### src/rtl/xdma_clock_ctrl_pkg.sv
// Shared definitions for the XDMA core-clock run controller: opcodes, FSM state
// and the core-period helper used by the controller and its phase counter.
package xdma_clock_pkg;

    localparam logic [1:0] XDMA_CLK_OP_HALT = 2'd0;
    localparam logic [1:0] XDMA_CLK_OP_RUN  = 2'd1;
    localparam logic [1:0] XDMA_CLK_OP_STEP = 2'd2;

    typedef enum logic [1:0] {
        XDMA_CLK_IDLE = 2'd0,
        XDMA_CLK_RUN  = 2'd1,
        XDMA_CLK_STEP = 2'd2
    } xdma_clk_state_t;

    // Host cycles per core period; DIV_HALF==0 means the core runs undivided.
    function automatic int unsigned xdma_clk_period(input int unsigned div_half);
        return (div_half > 0) ? (2 * div_half) : 1;
    endfunction

endpackage

### src/rtl/xdma_clock_ctrl_if.sv
// Host command / status bundle of the core-clock run controller.
// master = host register path, slave = xdma_clock_ctrl.
interface xdma_clock_ctrl_if #(
    parameter int CNT_W = 32
);
    logic             cmd_valid;
    logic             cmd_ready;
    logic [1:0]       cmd_op;
    logic [CNT_W-1:0] cmd_count;
    logic             stall_req;
    logic             core_clock_enable;
    logic             step_done;
    logic             busy;
    logic [63:0]      core_cycles;

    modport master (
        output cmd_valid, cmd_op, cmd_count, stall_req,
        input  cmd_ready, core_clock_enable, step_done, busy, core_cycles
    );

    modport slave (
        input  cmd_valid, cmd_op, cmd_count, stall_req,
        output cmd_ready, core_clock_enable, step_done, busy, core_cycles
    );
endinterface

### src/rtl/xdma_clock_ctrl_phase.sv
// Core-period phase counter: ph runs 0..P-1 and boundary flags the last host
// cycle of each core period (every cycle when undivided).
module xdma_clock_phase
    import xdma_clock_pkg::*;
#(
    parameter int unsigned DIV_HALF = 0
) (
    input  logic clock,
    input  logic reset,
    output logic boundary
);
    localparam int unsigned P    = xdma_clk_period(DIV_HALF);
    localparam int unsigned PH_W = (P > 1) ? $clog2(P) : 1;
    localparam logic [PH_W-1:0] PH_LAST = PH_W'(P - 1);

    logic [PH_W-1:0] ph_q;
    logic [PH_W-1:0] ph_d;

    always_comb begin
        ph_d = (ph_q == PH_LAST) ? '0 : (ph_q + PH_W'(1));
    end

    always_ff @(posedge clock or posedge reset) begin
        if (reset) begin
            ph_q <= '0;
        end else begin
            ph_q <= ph_d;
        end
    end

    assign boundary = (ph_q == PH_LAST);

endmodule

### src/rtl/xdma_clock_ctrl.sv
// Run/step/halt controller producing a period-aligned core_clock_enable.
// Define XDMA_CLOCK_CYCLE_CNT_EN to build the 64-bit core_cycles counter.
module xdma_clock_ctrl
    import xdma_clock_pkg::*;
#(
    parameter int unsigned DIV_HALF = 0,
    parameter int          CNT_W    = 32
) (
    input  logic               clock,
    input  logic               reset,
    xdma_clock_ctrl_if.slave   host_if
);
    xdma_clk_state_t  state_q, state_d, state_c;
    logic [CNT_W-1:0] rem_q, rem_d, rem_c, rem_dec;
    logic             en_q, en_d;
    logic             done_q, done_d;
    logic             boundary;
    logic             cmd_ready;
    logic             hs;
    logic             zero_step;
    logic             want;

    xdma_clock_phase #(
        .DIV_HALF (DIV_HALF)
    ) u_phase (
        .clock    (clock),
        .reset    (reset),
        .boundary (boundary)
    );

    // State register
    always_ff @(posedge clock or posedge reset) begin
        if (reset) begin
            state_q <= XDMA_CLK_IDLE;
            rem_q   <= '0;
            en_q    <= 1'b0;
            done_q  <= 1'b0;
        end else begin
            state_q <= state_d;
            rem_q   <= rem_d;
            en_q    <= en_d;
            done_q  <= done_d;
        end
    end

    // Next state: the command is applied first, then the boundary update sees its result.
    always_comb begin
        state_c   = state_q;
        rem_c     = rem_q;
        zero_step = 1'b0;
        if (hs) begin
            case (host_if.cmd_op)
                XDMA_CLK_OP_HALT: begin
                    state_c = XDMA_CLK_IDLE;
                    rem_c   = '0;
                end
                XDMA_CLK_OP_RUN: begin
                    state_c = XDMA_CLK_RUN;
                end
                XDMA_CLK_OP_STEP: begin
                    if (host_if.cmd_count == '0) begin
                        zero_step = 1'b1;
                    end else begin
                        state_c = XDMA_CLK_STEP;
                        rem_c   = host_if.cmd_count;
                    end
                end
                default: begin
                end
            endcase
        end

        rem_dec = rem_c;
        want    = 1'b0;
        state_d = state_c;
        rem_d   = rem_c;
        en_d    = en_q;
        done_d  = zero_step;
        if (boundary) begin
            if (en_q && (state_c == XDMA_CLK_STEP)) begin
                rem_dec = rem_c - CNT_W'(1);
            end
            want = (state_c == XDMA_CLK_RUN) ||
                   ((state_c == XDMA_CLK_STEP) && (rem_dec != '0));
            if ((state_c == XDMA_CLK_STEP) && (rem_dec == '0)) begin
                state_d = XDMA_CLK_IDLE;
                done_d  = 1'b1;
            end
            rem_d = rem_dec;
            en_d  = want && !host_if.stall_req;
        end
    end

    // Outputs; a HALT is never blocked, even mid-step.
    always_comb begin
        cmd_ready = (state_q != XDMA_CLK_STEP) || (host_if.cmd_op == XDMA_CLK_OP_HALT);
        hs        = host_if.cmd_valid && cmd_ready;
    end

    assign host_if.cmd_ready         = cmd_ready;
    assign host_if.core_clock_enable = en_q;
    assign host_if.step_done         = done_q;
    assign host_if.busy              = (state_q != XDMA_CLK_IDLE);

`ifdef XDMA_CLOCK_CYCLE_CNT_EN
    logic [63:0] cyc_q;

    always_ff @(posedge clock or posedge reset) begin
        if (reset) begin
            cyc_q <= '0;
        end else if (boundary && en_q) begin
            cyc_q <= cyc_q + 64'd1;
        end
    end

    assign host_if.core_cycles = cyc_q;
`else
    assign host_if.core_cycles = '0;
`endif

endmodule

### src/flat_wrapper.sv
// flat-port wrapper written by rule: the top's interface ports become plain ports
module xdma_clock_ctrl_flat import xdma_clock_pkg::*;
#(
    parameter int unsigned DIV_HALF = 0,
    parameter int          CNT_W    = 32
)
  (clock, reset, host_if_cmd_valid, host_if_cmd_op, host_if_cmd_count, host_if_stall_req, host_if_cmd_ready, host_if_core_clock_enable, host_if_step_done, host_if_busy, host_if_core_cycles);
  xdma_clock_ctrl_if #(.CNT_W(CNT_W)) host_if_i ();
  input  logic clock;
  input  logic reset;
  input wire logic [$bits(host_if_i.cmd_valid)-1:0] host_if_cmd_valid;
  input wire logic [$bits(host_if_i.cmd_op)-1:0] host_if_cmd_op;
  input wire logic [$bits(host_if_i.cmd_count)-1:0] host_if_cmd_count;
  input wire logic [$bits(host_if_i.stall_req)-1:0] host_if_stall_req;
  output wire logic [$bits(host_if_i.cmd_ready)-1:0] host_if_cmd_ready;
  output wire logic [$bits(host_if_i.core_clock_enable)-1:0] host_if_core_clock_enable;
  output wire logic [$bits(host_if_i.step_done)-1:0] host_if_step_done;
  output wire logic [$bits(host_if_i.busy)-1:0] host_if_busy;
  output wire logic [$bits(host_if_i.core_cycles)-1:0] host_if_core_cycles;
  assign host_if_i.cmd_valid = host_if_cmd_valid;
  assign host_if_i.cmd_op = host_if_cmd_op;
  assign host_if_i.cmd_count = host_if_cmd_count;
  assign host_if_i.stall_req = host_if_stall_req;
  assign host_if_cmd_ready = host_if_i.cmd_ready;
  assign host_if_core_clock_enable = host_if_i.core_clock_enable;
  assign host_if_step_done = host_if_i.step_done;
  assign host_if_busy = host_if_i.busy;
  assign host_if_core_cycles = host_if_i.core_cycles;
  xdma_clock_ctrl #(.DIV_HALF(DIV_HALF), .CNT_W(CNT_W)) u_core (.clock(clock), .reset(reset), .host_if(host_if_i));
endmodule
### config.mk
export PLATFORM = sky130hd
export DESIGN_NAME = xdma_clock_ctrl_flat
export DESIGN_NICKNAME = d
export VERILOG_FILES = /design/src/rtl/xdma_clock_ctrl_pkg.sv /design/src/rtl/xdma_clock_ctrl_if.sv /design/src/rtl/xdma_clock_ctrl_phase.sv /design/src/rtl/xdma_clock_ctrl.sv /design/src/flat_wrapper.sv
export SDC_FILE = /design/constraint.sdc
export NUM_CORES = 1
export LEC_CHECK = 0
export CORE_MARGIN = 3
export CORE_UTILIZATION = 61
export DETAILED_ROUTE_END_ITERATION = 8
export DONT_BUFFER_PORTS = 1
export HOLD_SLACK_MARGIN = 0.1
export PLACE_DENSITY = 0.76
export REMOVE_ABC_BUFFERS = 1
export SYNTH_ARGS = -nofsm -noshare
export SYNTH_HDL_FRONTEND = slang
export SYNTH_SLANG_ARGS = --single-unit
### constraint.sdc
create_clock -name clock -period 5.3 [get_ports clock]
set_input_delay 1.325 -clock clock [delete_from_list [all_inputs] [get_ports clock]]
set_output_delay 1.325 -clock clock [all_outputs]
set_load 0.02 [all_outputs]
* Word-level counts from Yosys, hierarchy flattened
Index checks and enable logic that the tools add are counted.
Word-level totals: flip-flop bits (word level) 37, output and inout port bits 68, bits of input ports 38, logic and storage cells 42
Cells by class: muxes and demuxes 17, $add $sub $neg 2, equal/unequal tests 5, reduce and logical (&&, ||, !) cells 13
Operators with widths (count):
- $mux 32 | 5
- $logic_not 32->1 | 2
- $pmux 32 s2 | 1
- $reduce_bool 32->1 | 1
- $sub 32x1->32 const B | 1
- $mux 2 | 4
- $mux 1 | 6
- $pmux 2 s3 | 1
- $logic_and 1x1->1 | 5
- $eq 2x1->1 const B | 2
- $eq 2x2->1 const B | 2
- $logic_not 2->1 | 1
- $logic_or 1x1->1 | 2
- $ne 2x2->1 const B | 1
- $reduce_bool 2->1 | 1
- $add 1x1->1 const B | 1
- $logic_not 1->1 | 1

* Depth between registers and ports, before layout
depth in word-level cells 12, gate-level depth with buffers 21, depth with buffers taken out 16

* Hierarchy
From an unflattened synthesis, not the netlist that was laid out.
Second synthesis, totals: cells, all modules 443, area total of the unflattened synthesis 3613.5 µm²
Modules (own cells, without submodules):
- xdma_clock_ctrl | sequential area each 900.9 µm², cells an instance 441, area an instance 3602.2 µm², instances 1
- xdma_clock_phase | sequential area each 0.0 µm², cells an instance 2, area an instance 11.3 µm², instances 1

* Worst setup path after synthesis
OpenSTA, ideal clock, no wires.
path kind input -> register, start point input host_if_cmd_op[0], end point register u_core.done_q (netlist: u_core.host_if.step_done), path slack 0.081 ns, library setup time 0.124 ns, data arrival time 5.095 ns, required time 5.176 ns, path buffers 4, stages 18, path through clkbuf_1 nand2b_1 a21o_1 buf_2 clkbuf_1 a22o_1 a21oi_1 ha_1 nand4_1 o21ai_0 o211ai_1 or4b_1 buf_2 nor4_1 mux2i_1 and4b_1 and2_1 o2bb2ai_1
Between the ends: cells in the longest elaborated chain, start to end 12, elaborated cells between the ends (all ways) 20, those cells by class 1 x add/sub; 3 x eq/ne; 10 x mux; 6 x reduce/logical
RTL lines:
- start: declaration | line flat_wrapper.sv:12 | input wire logic [$bits(host_if_i.cmd_op)-1:0] host_if_cmd_op;
- branches (longest 11 deep; another with $sub 32x1->32)
- $mux 1 (*) | line xdma_clock_ctrl.sv:79 | if (boundary) begin
- via u_core.done_d | line xdma_clock_ctrl.sv:16 | logic done_q, done_d;
- end signal: assignment | line xdma_clock_ctrl.sv:42 | done_q <= done_d;
- end: declaration | line xdma_clock_ctrl.sv:16
Mark *: on every way through the listed nets, which the timed path passes. The select of a mux whose other input is x is not followed. A chain may end at the register's enable or synchronous reset.

* Final worst setup path
Same ends and word-level chain as after synthesis.

==> flow_summary.yaml <==
detailed_routing:
  num_vias: 3892
  drt_iter0_markers: 550
  drt_pass1_iterations: 6
  wirelength_um: 12200
  final_antenna_net_count: 0
  drc_errors: 0
  vias_per_cell: 6.71
  detail_route.wl_per_cell_um: 21.0
synth:
  yosysSeqAreaShare: 0.236
  synth_cell_type_count: 75
  synth_top_area_cell: "dfrtp_1"
  async_reset_ff_frac: 1.00
  synth_ff_type: "dfrtp_1"
  yosys_register_bits: 36
  netlist_top_cells_area: "dfrtp_1, buf_4, o21ai_0, nor2_1, a21oi_1"
  synth_top_area_frac: 0.236
  syn_avg_cell_area_um2: 7.69
  synthCells: 497
  syn-cell-area_um2: 3820
  synth_edf_count: 0
  yosys_warnings: 0
timing:
  worst_slack_ns: 0.238
  grt_setup_unrepaired: "no"
  max_freq_ghz: 0.198
  slew_violations: 0
  period_needed_ns: 5.06
  skew_ns: 0.00890
  setup_viol: 0
  worst-slew-pin-transition_ns: 0.758
  holdWs_ns: 0.656
  relSlewSlack: 0.494
  fin_crit_sh: 0.955
  final-hold-violation-count: 0
pwr:
  p_sw_frac: 0.462
  p_comb_frac: 0.526
  p_int_uw: 740
  clockPowerShare: 0.154
  ir_drop_mv: 0.207
  pwr-share-seq: 0.320
  netSwitchingPower_uw: 635
  total_leakage_power_uw: 0.00161
  p_per_area_nw_per_um2: 358
  total_power_uw: 1380
critical_path:
  rr_worst_depth: 16
  crit_chain: "nand2b_1 -> a21o_1 -> a22o_1 -> a21oi_1 -> ha_1 -> and2_1 -> nand4_1 -> o21ai_0 -> buf_4 -> o211ai_1 -> or4b_1 -> nor4_1 -> mux2i_1 -> and4b_1 -> and2_1 -> o2bb2ai_1"
  cp.required_ns: 5.48
  slowest_delay_ns: 0.71
  endpoint_kind: "register"
  crit_arrival_ns: 5.24
  r2r-start: "u_core.state_q[1]"
  crit_slowest_cell: "or4b_1"
  worstReg2RegEnd: "u_core.host_if.step_done"
  rrSetupSlack_ns: 0.31
  start_kind: "input port"
  crit_top_cell: "and2_1"
  worst-setup-path-type: "input port to register"
  crit_fanout: 9
layout:
  fin_util: 0.641
  nNetsFinal: 543
  layout-drive-gt1-share: 0.103
  areaGrowthSynthToFinish_pct: 0.459
  num_antenna_cells: 0
  final_area_um2: 3840
worst_hold_path:
  holdCritPathClass: "register to register"
  worst_hold_path.num_cells: 2
  hp-start: "u_core.rem_q[30]"
  hold_path_end: "u_core.rem_q[30]"
placed_design:
  place_ws_ns: 0.0119
  io_buffers: 0
  place_congestion: 1.04
  post-dp-hpwl_um: 9380
  place_area_um2: 3750
flow_run:
  cap_viol_max_count: 0
die:
  die_w_um: 85.1
  dieHeight_um: 85.1
  rows: 28
  core_area_um2: 5990
  start_util: 0.638
  io-pin-count: 106
  dieArea_um2: 7250
global_routing:
  grt_overflow: 0
  grt_start_max_net_pins: 37
  grt_pass1_vias: 3458
  grt_util_all_layers: 0.331
  grt_pass1_wl_um: 18700
  grt_antenna_before_repair: 0
clock_network:
  cts_max_level: 2
  cts_setup_buffers: 0
  numCtsBuffers: 5
  cts_tree: "built"
  cts_sinks: 36
  clk_latency_ns: 0.30
  cts_root_buffer: "clkbuf_8"
  clock_path_buffers: 2
  cts_resized: 0
  clk_pin_slew_ns: 0.08
  ctsHoldBuffers: 0
outcome:
  outcome: "complete, no violations"
## how the worst max path moves through the flow
stage                     startpoint  cells after the start                          endpoint  slack [ns]
5_1_grt            u_core.state_q[1]                     15          u_core.host_if.step_done        0.03
4_1_cts            host_if_cmd_op[0]                     16          u_core.host_if.step_done        0.30
6_report           host_if_cmd_op[0]                     16          u_core.host_if.step_done        0.24
2_1_floorplan      host_if_cmd_op[0]                     16  u_core.host_if.core_clock_enable        0.11
3_5_place_dp       host_if_cmd_op[0]                     16          u_core.host_if.step_done        0.01
3_3_place_gp   host_if_cmd_count[23]                     12          u_core.host_if.step_done      -0.006
## cell usage in the layout (no fill, tap or decap), types with 11 or more instances in the layout
cell type	synthesis	layout
nand3_1	12	12
conb_1	1	64
nor2_1	45	44
xor2_1	11	11
a31oi_1	11	11
nand2_1	40	40
o21ai_0	36	36
xnor2_1	12	12
nor3_1	15	15
buf_4	64	24
dfrtp_1	36	36
a21oi_1	33	33
## state kept, by name, indices dropped and copies added (netlist names)
| register | count |
|---|---|
| u_core.state_q | 2 |
| u_core.host_if.core_clock_enable | 1 |
| u_core.rem_q | 32 |
| u_core.host_if.step_done | 1 |
## critical path: cells and delay by family
| kind | cells | cell delay, ns |
|---|---|---|
| AO/OA/AOI/OAI | 6 | 1.07 |
| AND/OR/NAND/NOR | 7 | 1.99 |
| buffers and inverters | 1 | 0.17 |
| adder cells (fa/ha/maj) | 1 | 0.24 |
| multiplexers | 1 | 0.44 |
## per-stage QoR
| step | setup TNS [ns] | instances |
|---|---|---|
| floorplan | 0 | 473 |
| global placement | -0.00566 | 572 |
| detailed placement | 0 | 572 |
| CTS | 0 | 580 |
| global route | 0 | 580 |
| finish | 0 | 580 |
## power by group through the flow
stage	sequential, µW	combinational (µW)	clock [µW]
4_1_cts	433	702	211
5_1_grt	449	786	221
3_3_place_gp	436	693	0
2_1_floorplan	413	538	0
3_5_place_dp	439	699	0
6_report	440	724	212
## synthesized netlist by cell type, drive strengths merged, types with 3 or more instances
| library cell | count |
|---|---|
| o21ai | 37 |
| dfrtp | 36 |
| and2 | 9 |
| clkbuf | 10 |
| xnor2 | 12 |
| o311ai | 4 |
| nand3b | 3 |
| or3b | 3 |
| a211oi | 5 |
| a31o | 4 |
| nor4 | 14 |
| nand3 | 12 |
| a22oi | 3 |
| and3 | 3 |
| nor2 | 45 |
| o22a | 3 |
| o22ai | 3 |
| a32oi | 3 |
| nand4 | 11 |
| nor3 | 17 |
| a21oi | 33 |
| o21a | 10 |
| buf | 77 |
| nand2b | 6 |
| a21o | 10 |
| o31a | 3 |
| or3 | 5 |
| nand2 | 40 |
| a31oi | 11 |
| xor2 | 11 |
| a22o | 4 |
| o31ai | 7 |
| nor3b | 3 |
## area by class of cell
| cell class | instances | area [µm²] |
|---|---|---|
| Multi-Input combinational cell | 435 | 2560 |
| Fill cell | 561 | 2150 |
| Sequential cell | 36 | 901 |
| Timing Repair Buffer | 24 | 180 |
| Tap cell | 75 | 93.8 |
| Clock buffer | 8 | 90.1 |
| Inverter | 2 | 7.51 |
## routing by layer
layer	part of all wire	GRT usage	wire [µm]	vias up
li1	-	-	-	1740
met1	0.39	0.470	4770	1779
met2	0.43	0.489	5270	335
met3	0.15	0.0845	1780	38
met4	0.029	0.111	354	0
met5	0	0	0	-
## kinds of logic after synthesis
family | after synthesis | synth area share
other | 1 | 0.000982
adders and majority gates | 1 | 0.00327
AOI/OAI and AO/OA | 159 | 0.277
DFF | 36 | 0.236
xor gates and xnor gates | 23 | 0.0527
and+or+nand+nor | 185 | 0.267
muxes | 3 | 0.00819
buffers and inverters | 89 | 0.155
Note: power is estimated with default switching activity, not from simulation.
